<file path="src/rtl/palette_pkg.sv">
// palette_pkg: shared types, FSM states and the power-on palette for palette_lut.
package palette_pkg;
  localparam int MAX_CH_W = 12;
  localparam logic [23:0] DEF8 [8] = '{24'h000000, 24'hDB203E, 24'h4D191B, 24'hA8B043,
                                      24'h2B3314, 24'hFFA900, 24'h472812, 24'hFFFFFF};
  typedef struct packed {
    logic [MAX_CH_W-1:0] r;
    logic [MAX_CH_W-1:0] g;
    logic [MAX_CH_W-1:0] b;
  } rgb_t;
  typedef enum logic {IDLE, RESTORE} pal_state_t;
  function automatic logic [MAX_CH_W-1:0] scale_ch(input logic [7:0] v, input int ch_w);
    return ch_w >= 8 ? MAX_CH_W'(v) << (ch_w - 8) : MAX_CH_W'(v >> (8 - ch_w));
  endfunction
  // Result occupies the low ch_w bits of each field.
  function automatic rgb_t default_rgb(input int idx, input int ch_w);
    logic [23:0] v;
    v = idx < 8 ? DEF8[idx[2:0]] : 24'h7F7F7F;
    return '{r: scale_ch(v[23:16], ch_w), g: scale_ch(v[15:8], ch_w), b: scale_ch(v[7:0], ch_w)};
  endfunction
endpackage

</file>
<file path="src/rtl/palette_blink_timer.sv">
// palette_blink_timer: frame counter driving the blink phase; exists only with PALETTE_BLINK_EN.
`ifdef PALETTE_BLINK_EN
module palette_blink_timer #(
  parameter int FRAMES = 32
) (
  input  logic clk_i,
  input  logic rst_i,
  input  logic frame_start_i,
  output logic phase_o
);
  localparam int CW = $clog2(FRAMES + 1);
  logic [CW-1:0] cnt_q;
  logic          phase_q;
  logic          wrap;
  assign wrap = cnt_q == CW'(FRAMES - 1);
  always_ff @(posedge clk_i or posedge rst_i)
    if (rst_i) begin
      cnt_q   <= '0;
      phase_q <= 1'b1;
    end else if (frame_start_i) begin
      cnt_q   <= wrap ? '0 : cnt_q + 1'b1;
      phase_q <= wrap ? ~phase_q : phase_q;
    end
  assign phase_o = phase_q;
endmodule
`endif

</file>
<file path="src/rtl/palette_lut.sv">
// palette_lut: programmable index->RGB palette, 2-cycle lookup, restore-to-defaults FSM.
// Defining PALETTE_BLINK_EN adds a per-entry blink attribute and the wr_blink/frame_start ports.
module palette_lut
  import palette_pkg::*;
#(
  parameter int IDX_W        = 4,
  parameter int CH_W         = 8,
  parameter int BLINK_FRAMES = 32
) (
  input  logic              pixclk,
  input  logic              rst,
  input  logic              draw_area,
  input  logic [IDX_W-1:0]  pix_idx,
  input  logic              wr_en,
  input  logic [IDX_W-1:0]  wr_idx,
  input  logic [3*CH_W-1:0] wr_rgb,
  input  logic              restore,
`ifdef PALETTE_BLINK_EN
  input  logic              wr_blink,
  input  logic              frame_start,
`endif
  output logic              busy,
  output logic [CH_W-1:0]   red,
  output logic [CH_W-1:0]   green,
  output logic [CH_W-1:0]   blue,
  output logic              de_out
);
  localparam int DEPTH = 2 ** IDX_W;
  if (IDX_W < 3 || IDX_W > 8 || CH_W < 4 || CH_W > 12 || BLINK_FRAMES < 1) begin : g_bad_param
    $error("palette_lut: parameter out of range");
  end
  function automatic logic [3*CH_W-1:0] def_entry(input int i);
    rgb_t d;
    d = default_rgb(i, CH_W);
    return {d.r[CH_W-1:0], d.g[CH_W-1:0], d.b[CH_W-1:0]};
  endfunction
  pal_state_t        state_q;
  logic [IDX_W-1:0]  cnt_q;
  logic [3*CH_W-1:0] tbl_q [DEPTH];
  logic              de1_q, de2_q, show;
  logic [3*CH_W-1:0] ent1_q, rgb_q;
  logic              wr_ok;
  assign busy  = state_q == RESTORE;
  assign wr_ok = wr_en && !busy;
  always_ff @(posedge pixclk or posedge rst)
    if (rst) begin
      state_q <= IDLE;
      cnt_q   <= '0;
    end else if (restore) begin
      state_q <= RESTORE;
      cnt_q   <= '0;
    end else if (state_q == RESTORE) begin
      state_q <= cnt_q == IDX_W'(DEPTH - 1) ? IDLE : RESTORE;
      cnt_q   <= cnt_q + 1'b1;
    end
  always_ff @(posedge pixclk or posedge rst)
    if (rst) for (int i = 0; i < DEPTH; i++) tbl_q[i] <= def_entry(i);
    else if (busy) tbl_q[cnt_q] <= def_entry(int'(cnt_q));
    else if (wr_ok) tbl_q[wr_idx] <= wr_rgb;
`ifdef PALETTE_BLINK_EN
  logic [DEPTH-1:0] blink_q;
  logic             blk1_q, phase;
  always_ff @(posedge pixclk or posedge rst)
    if (rst) begin
      blink_q <= '0;
      blk1_q  <= 1'b0;
    end else begin
      blk1_q <= blink_q[pix_idx];
      if (busy) blink_q[cnt_q] <= 1'b0;
      else if (wr_ok) blink_q[wr_idx] <= wr_blink;
    end
  palette_blink_timer #(.FRAMES(BLINK_FRAMES)) u_blink (
    .clk_i        (pixclk),
    .rst_i        (rst),
    .frame_start_i(frame_start),
    .phase_o      (phase)
  );
  assign show = de1_q && !(blk1_q && !phase);
`else
  assign show = de1_q;
`endif
  // Stage 1 captures the entry as it stood before any same-edge write, so such a lookup sees the old value.
  always_ff @(posedge pixclk or posedge rst)
    if (rst) begin
      de1_q  <= 1'b0;
      ent1_q <= '0;
      de2_q  <= 1'b0;
      rgb_q  <= '0;
    end else begin
      de1_q  <= draw_area;
      ent1_q <= tbl_q[pix_idx];
      de2_q  <= de1_q;
      rgb_q  <= show ? ent1_q : '0;
    end
  assign {red, green, blue} = rgb_q;
  assign de_out = de2_q;
endmodule

</file>
<file path="config.mk">
export PLATFORM = sky130hd
export DESIGN_NAME = palette_lut
export DESIGN_NICKNAME = d
export VERILOG_FILES = /design/src/rtl/palette_pkg.sv /design/src/rtl/palette_blink_timer.sv /design/src/rtl/palette_lut.sv
export SDC_FILE = /design/constraint.sdc
export NUM_CORES = 1
export LEC_CHECK = 0
export BUFFER_PORTS_ARGS = -buffer_cell sky130_fd_sc_hd__buf_2
export CAP_MARGIN = 25
export CORE_ASPECT_RATIO = 1.4
export CORE_UTILIZATION = 40
export DETAILED_ROUTE_END_ITERATION = 16
export PLACE_DENSITY = 0.53
export RECOVER_POWER = 25
export SYNTH_ARGS = -nofsm -noshare
export SYNTH_HDL_FRONTEND = slang
export SYNTH_SLANG_ARGS = --single-unit
</file>
<file path="constraint.sdc">
create_clock -name pixclk -period 27.2 [get_ports pixclk]
set_input_delay 2.72 -clock pixclk [delete_from_list [all_inputs] [get_ports pixclk]]
set_output_delay 2.72 -clock pixclk [all_outputs]
set_load 0.02 [all_outputs]
</file>
==> results by group <==
GRT
  – Number of global-route vias before repair: 16.2k
  – Global Route Usage Sum: 0.281
  – Pin count of the biggest net entering global routing: 122
  – Congestion Overflow GR: 0
  – Initial antenna violation count: 2
  – Wire length of the first global-routing pass: between 100000 and 150000 µm

Drt
  – Via density: 6.30
  – Via count: 15.5k
  – Detailed Route Iter0 Violations: 1510
  – DRC violation count after routing: 0
  – Routed wire length: 73400 µm
  – DRT antenna net count: 0
  – Mean routed wirelength per cell: 29.8 µm
  – Total iterations of the first detailed-routing run: 5

Synth
  – Number of distinct library cell variants in the gate-level netlist after synthesis: 63
  – Number of warnings reported in the yosys synthesis log: 0
  – Synth Instances: 1799
  – Post-synthesis cell type with the largest combined area: sky130_fd_sc_hd__dfstp_2
  – Post-synthesis sequential area ratio: 0.545
  – Number of enable flip-flop cells after synthesis: 0
  – Share of flip-flops with an asynchronous set or reset: 1.00
  – Share of the synthesized area in the top cell type: 0.322
  – Cell types with the largest area share after synthesis: sky130_fd_sc_hd__dfstp_2 (32%), sky130_fd_sc_hd__dfrtp_1 (22%), sky130_fd_sc_hd__mux4_2 (10%), sky130_fd_sc_hd__nand2_1 (6.6%), sky130_fd_sc_hd__a221o_1 (5.8%)
  – Most numerous cell types in the synthesized netlist: sky130_fd_sc_hd__nand2_1 (364), sky130_fd_sc_hd__dfstp_2 (254), sky130_fd_sc_hd__dfrtp_1 (185)
  – Predominant post-synthesis flop cell: sky130_fd_sc_hd__dfstp_2
  – Mean cell area of the mapped netlist: 11.5 µm²
  – Number of synthesized register bits: 439
  – Post-Synthesis Net Count: 1844
  – Most frequent cell after synthesis: sky130_fd_sc_hd__nand2_1
  – Netlist area before placement: 0.0207 mm²

Floorplanning
  – Effective utilization at floorplan: 0.406
  – Overall die area: between 0.05 and 0.06 mm²
  – Height of the die: between 200 and 300 µm
  – Core footprint: slightly above 0.05 mm²
  – Die X: 194 µm
  – Row Count: 98
  – Number of placed I/O pins: between 60 and 70

Place
  – Placed wire-length estimate: around 46000 µm
  – Weighted congestion reported at the end of routability-driven placement: 0.854
  – Minimum setup slack after placement: 21.07 ns
  – Number of buffers inserted by port buffering: 62

Power
  – Power, Total: 0.00172 W
  – Reported leakage power: 9.88 nW
  – Pwr/cell area: ~74 mW/mm²
  – Peak supply drop: 0.0000460 V

Clock tree
  – Worst-path clk slew: 0.06 ns
  – Clock latency at the later pin of the worst-skew pair: 0.57 ns
  – Number of buffers created by CTS: 45
  – H-tree depth reported by CTS: 2
  – Maximum root-to-sink buffer count: 3
  – Number of hold-repair buffers added at the cts stage: 0
  – TritonCTS clock tree: built
  – Clock Sink Count: 439
  – Post-CTS resize count: 0
  – Post-CTS Setup Inserts: 0
  – CTS root buffer: sky130_fd_sc_hd__clkbuf_16

Final layout
  – Area growth from synthesis to final layout: 12.2%
  – Fraction of final layout cells sized beyond drive strength 1: 0.322
  – Antenna Diode Count: 0
  – Final Net Count: 1825
  – Util after Layout: 0.455

STA
  – Pin slew with the least headroom to its limit: around 5.3 ns
  – Final period demand of the worst path: 10.21 ns
  – Final Hold Vio Count: 0
  – Max Slew Vio Count: 193
  – Final setup TNS: 0 ns
  – RSZ-0062 raised after global routing: no
  – Crit path setup slack, layout: 16.99 ns
  – Hold Slack: 0.457 ns
  – Clock Skews: 0.0197 ns
  – Ratio of final minimum period to clock period: 0.375
  – Final setup violation count: 0
  – Maximum clock frequency: 97.9 MHz
  – Relative slew slack: -2.57

Run
  – MaxCap Viol Count: 2

Critical path
  – Endpoint required time on the critical path: approximately 28 ns
  – Startpoint of the most critical register-to-register path: busy
  – Cell type of the slowest stage on the worst timing path: sky130_fd_sc_hd__clkinvlp_2
  – Path type of the worst setup path: in -> async
  – Critical path, cell by cell: buf_2 -> clkinvlp_2 -> clkbuf_1 -> clkbuf_1 -> buf_4 -> buf_4 -> buf_16
  – Startpoint of the most critical setup path: rst
  – Family with the most delay on the worst path: buffers and inverters
  – Critical path startpoint category: primary input
  – Buffering stage count on the worst path with inverters included: 7
  – Kind of capture point of the worst setup path: async pin
  – Maximum fanout along the worst path: 121
  – Longest individual stage delay on the worst path: 2.93 ns
  – Signal arrival time at the worst endpoint: 10.89 ns

Min path
  – Class of the tightest hold or removal check: reg -> reg
  – Startpoint of the worst hold path: ent1_q[5]

Run status
  – Run status: finished with violations
  – Violations in the final reports: capacitance limit, slew limit
path summary, 6_finish.rpt:
check	end	slack, ns	depth (start not counted)
max	tbl_q[112]	16.99	7
min	rgb_q[5]	0.46	1
max reg2reg	tbl_q[219]	23.61	6
min reg2reg	rgb_q[5]	0.46	1
max in group pixclk	ent1_q[3]	22.35	5
min in group asynchronous	tbl_q[321]	3.78	2
power by group:
| group | leakage, nW | internal [W] | total [W] | switching, W |
|---|---|---|---|---|
| clock | 0.787 | 0.000387 | 0.000661 | 0.000274 |
| combinational | 4.02 | 0.000116 | 0.000231 | 0.000115 |
| sequential | 5.07 | 0.000771 | 0.000828 | 0.0000565 |
| total | 9.88 | 0.00127 | 0.00172 | 0.000445 |
per-stage QoR:
step           area, µm²  std cells
2_1_floorplan      20700       1799
3_3_place_gp       21600       2374
3_5_place_dp       21600       2378
4_1_cts            23200       2461
5_1_grt            23300       2466
6_report           23300       2466
registers in the layout, summed over array words and instances, names as in the netlist:
name and flops:
cnt_q 4, ent1_q 24, tbl_q 384, rgb_q 24, busy 1, de1_q 1, de_out 1
metal layers:
layer | vias to the layer above | part of all wire | global-route usage
li1 | 6575 | - | -
met1 | 8105 | 0.38 | 0.343
met2 | 635 | 0.51 | 0.480
met3 | 205 | 0.058 | 0.0410
met4 | 4 | 0.057 | 0.151
met5 | - | 0.00031 | 0
kinds of logic (layout without fill, tap and decap cells):
group	count (synthesis)	count (layout)	share of synthesized area
fa+ha+maj	8	8	0.00483
mux	102	102	0.107
buf+inv	192	209	0.0396
compound gates	359	359	0.148
flops	439	439	0.545
simple gates	696	696	0.154
xor+xnor	3	3	0.00127
worst register-to-register path, delay by kind of cell (launching register included):
kind / cells / cell delay (ns)
AOI/OAI and AO/OA: 1 / 0.37
DFF: 1 / 0.91
and+or+nand+nor: 3 / 1.52
buffers and inverters: 2 / 0.69
placed cells by master (no fill, tap or decap), types with 7 or more instances in the layout:
cell	n
sky130_fd_sc_hd__clkbuf_16	49
sky130_fd_sc_hd__and2_0	18
sky130_fd_sc_hd__a211oi_1	7
sky130_fd_sc_hd__dfrtp_1	184
sky130_fd_sc_hd__buf_4	47
sky130_fd_sc_hd__a21oi_1	15
sky130_fd_sc_hd__a22oi_1	62
sky130_fd_sc_hd__dfstp_2	254
sky130_fd_sc_hd__clkinv_2	15
sky130_fd_sc_hd__ha_1	8
sky130_fd_sc_hd__a32o_1	24
sky130_fd_sc_hd__a2bb2oi_1	12
sky130_fd_sc_hd__clkbuf_8	8
sky130_fd_sc_hd__nand2_1	364
sky130_fd_sc_hd__o21ai_0	16
sky130_fd_sc_hd__o2bb2ai_1	17
sky130_fd_sc_hd__mux4_2	96
sky130_fd_sc_hd__o211ai_1	34
sky130_fd_sc_hd__nor2b_1	30
sky130_fd_sc_hd__a22o_1	19
sky130_fd_sc_hd__and2_1	11
sky130_fd_sc_hd__a221o_1	120
sky130_fd_sc_hd__nand3_1	152
sky130_fd_sc_hd__inv_1	7
sky130_fd_sc_hd__clkbuf_1	10
sky130_fd_sc_hd__nand2b_1	10
sky130_fd_sc_hd__nor2_1	63
sky130_fd_sc_hd__buf_2	58
cell type report:
| cell class | count | area (µm²) |
|---|---|---|
| Fill cell | 4600 | 27900 |
| Sequential cell | 439 | 11300 |
| Multi-Input combinational cell | 1168 | 8720 |
| Clock buffer | 62 | 1360 |
| Timing Repair Buffer | 118 | 838 |
| Tap cell | 650 | 813 |
| Clock inverter | 21 | 211 |
| Inverter | 8 | 31.3 |
Note: power is estimated with default switching activity, not from simulation.
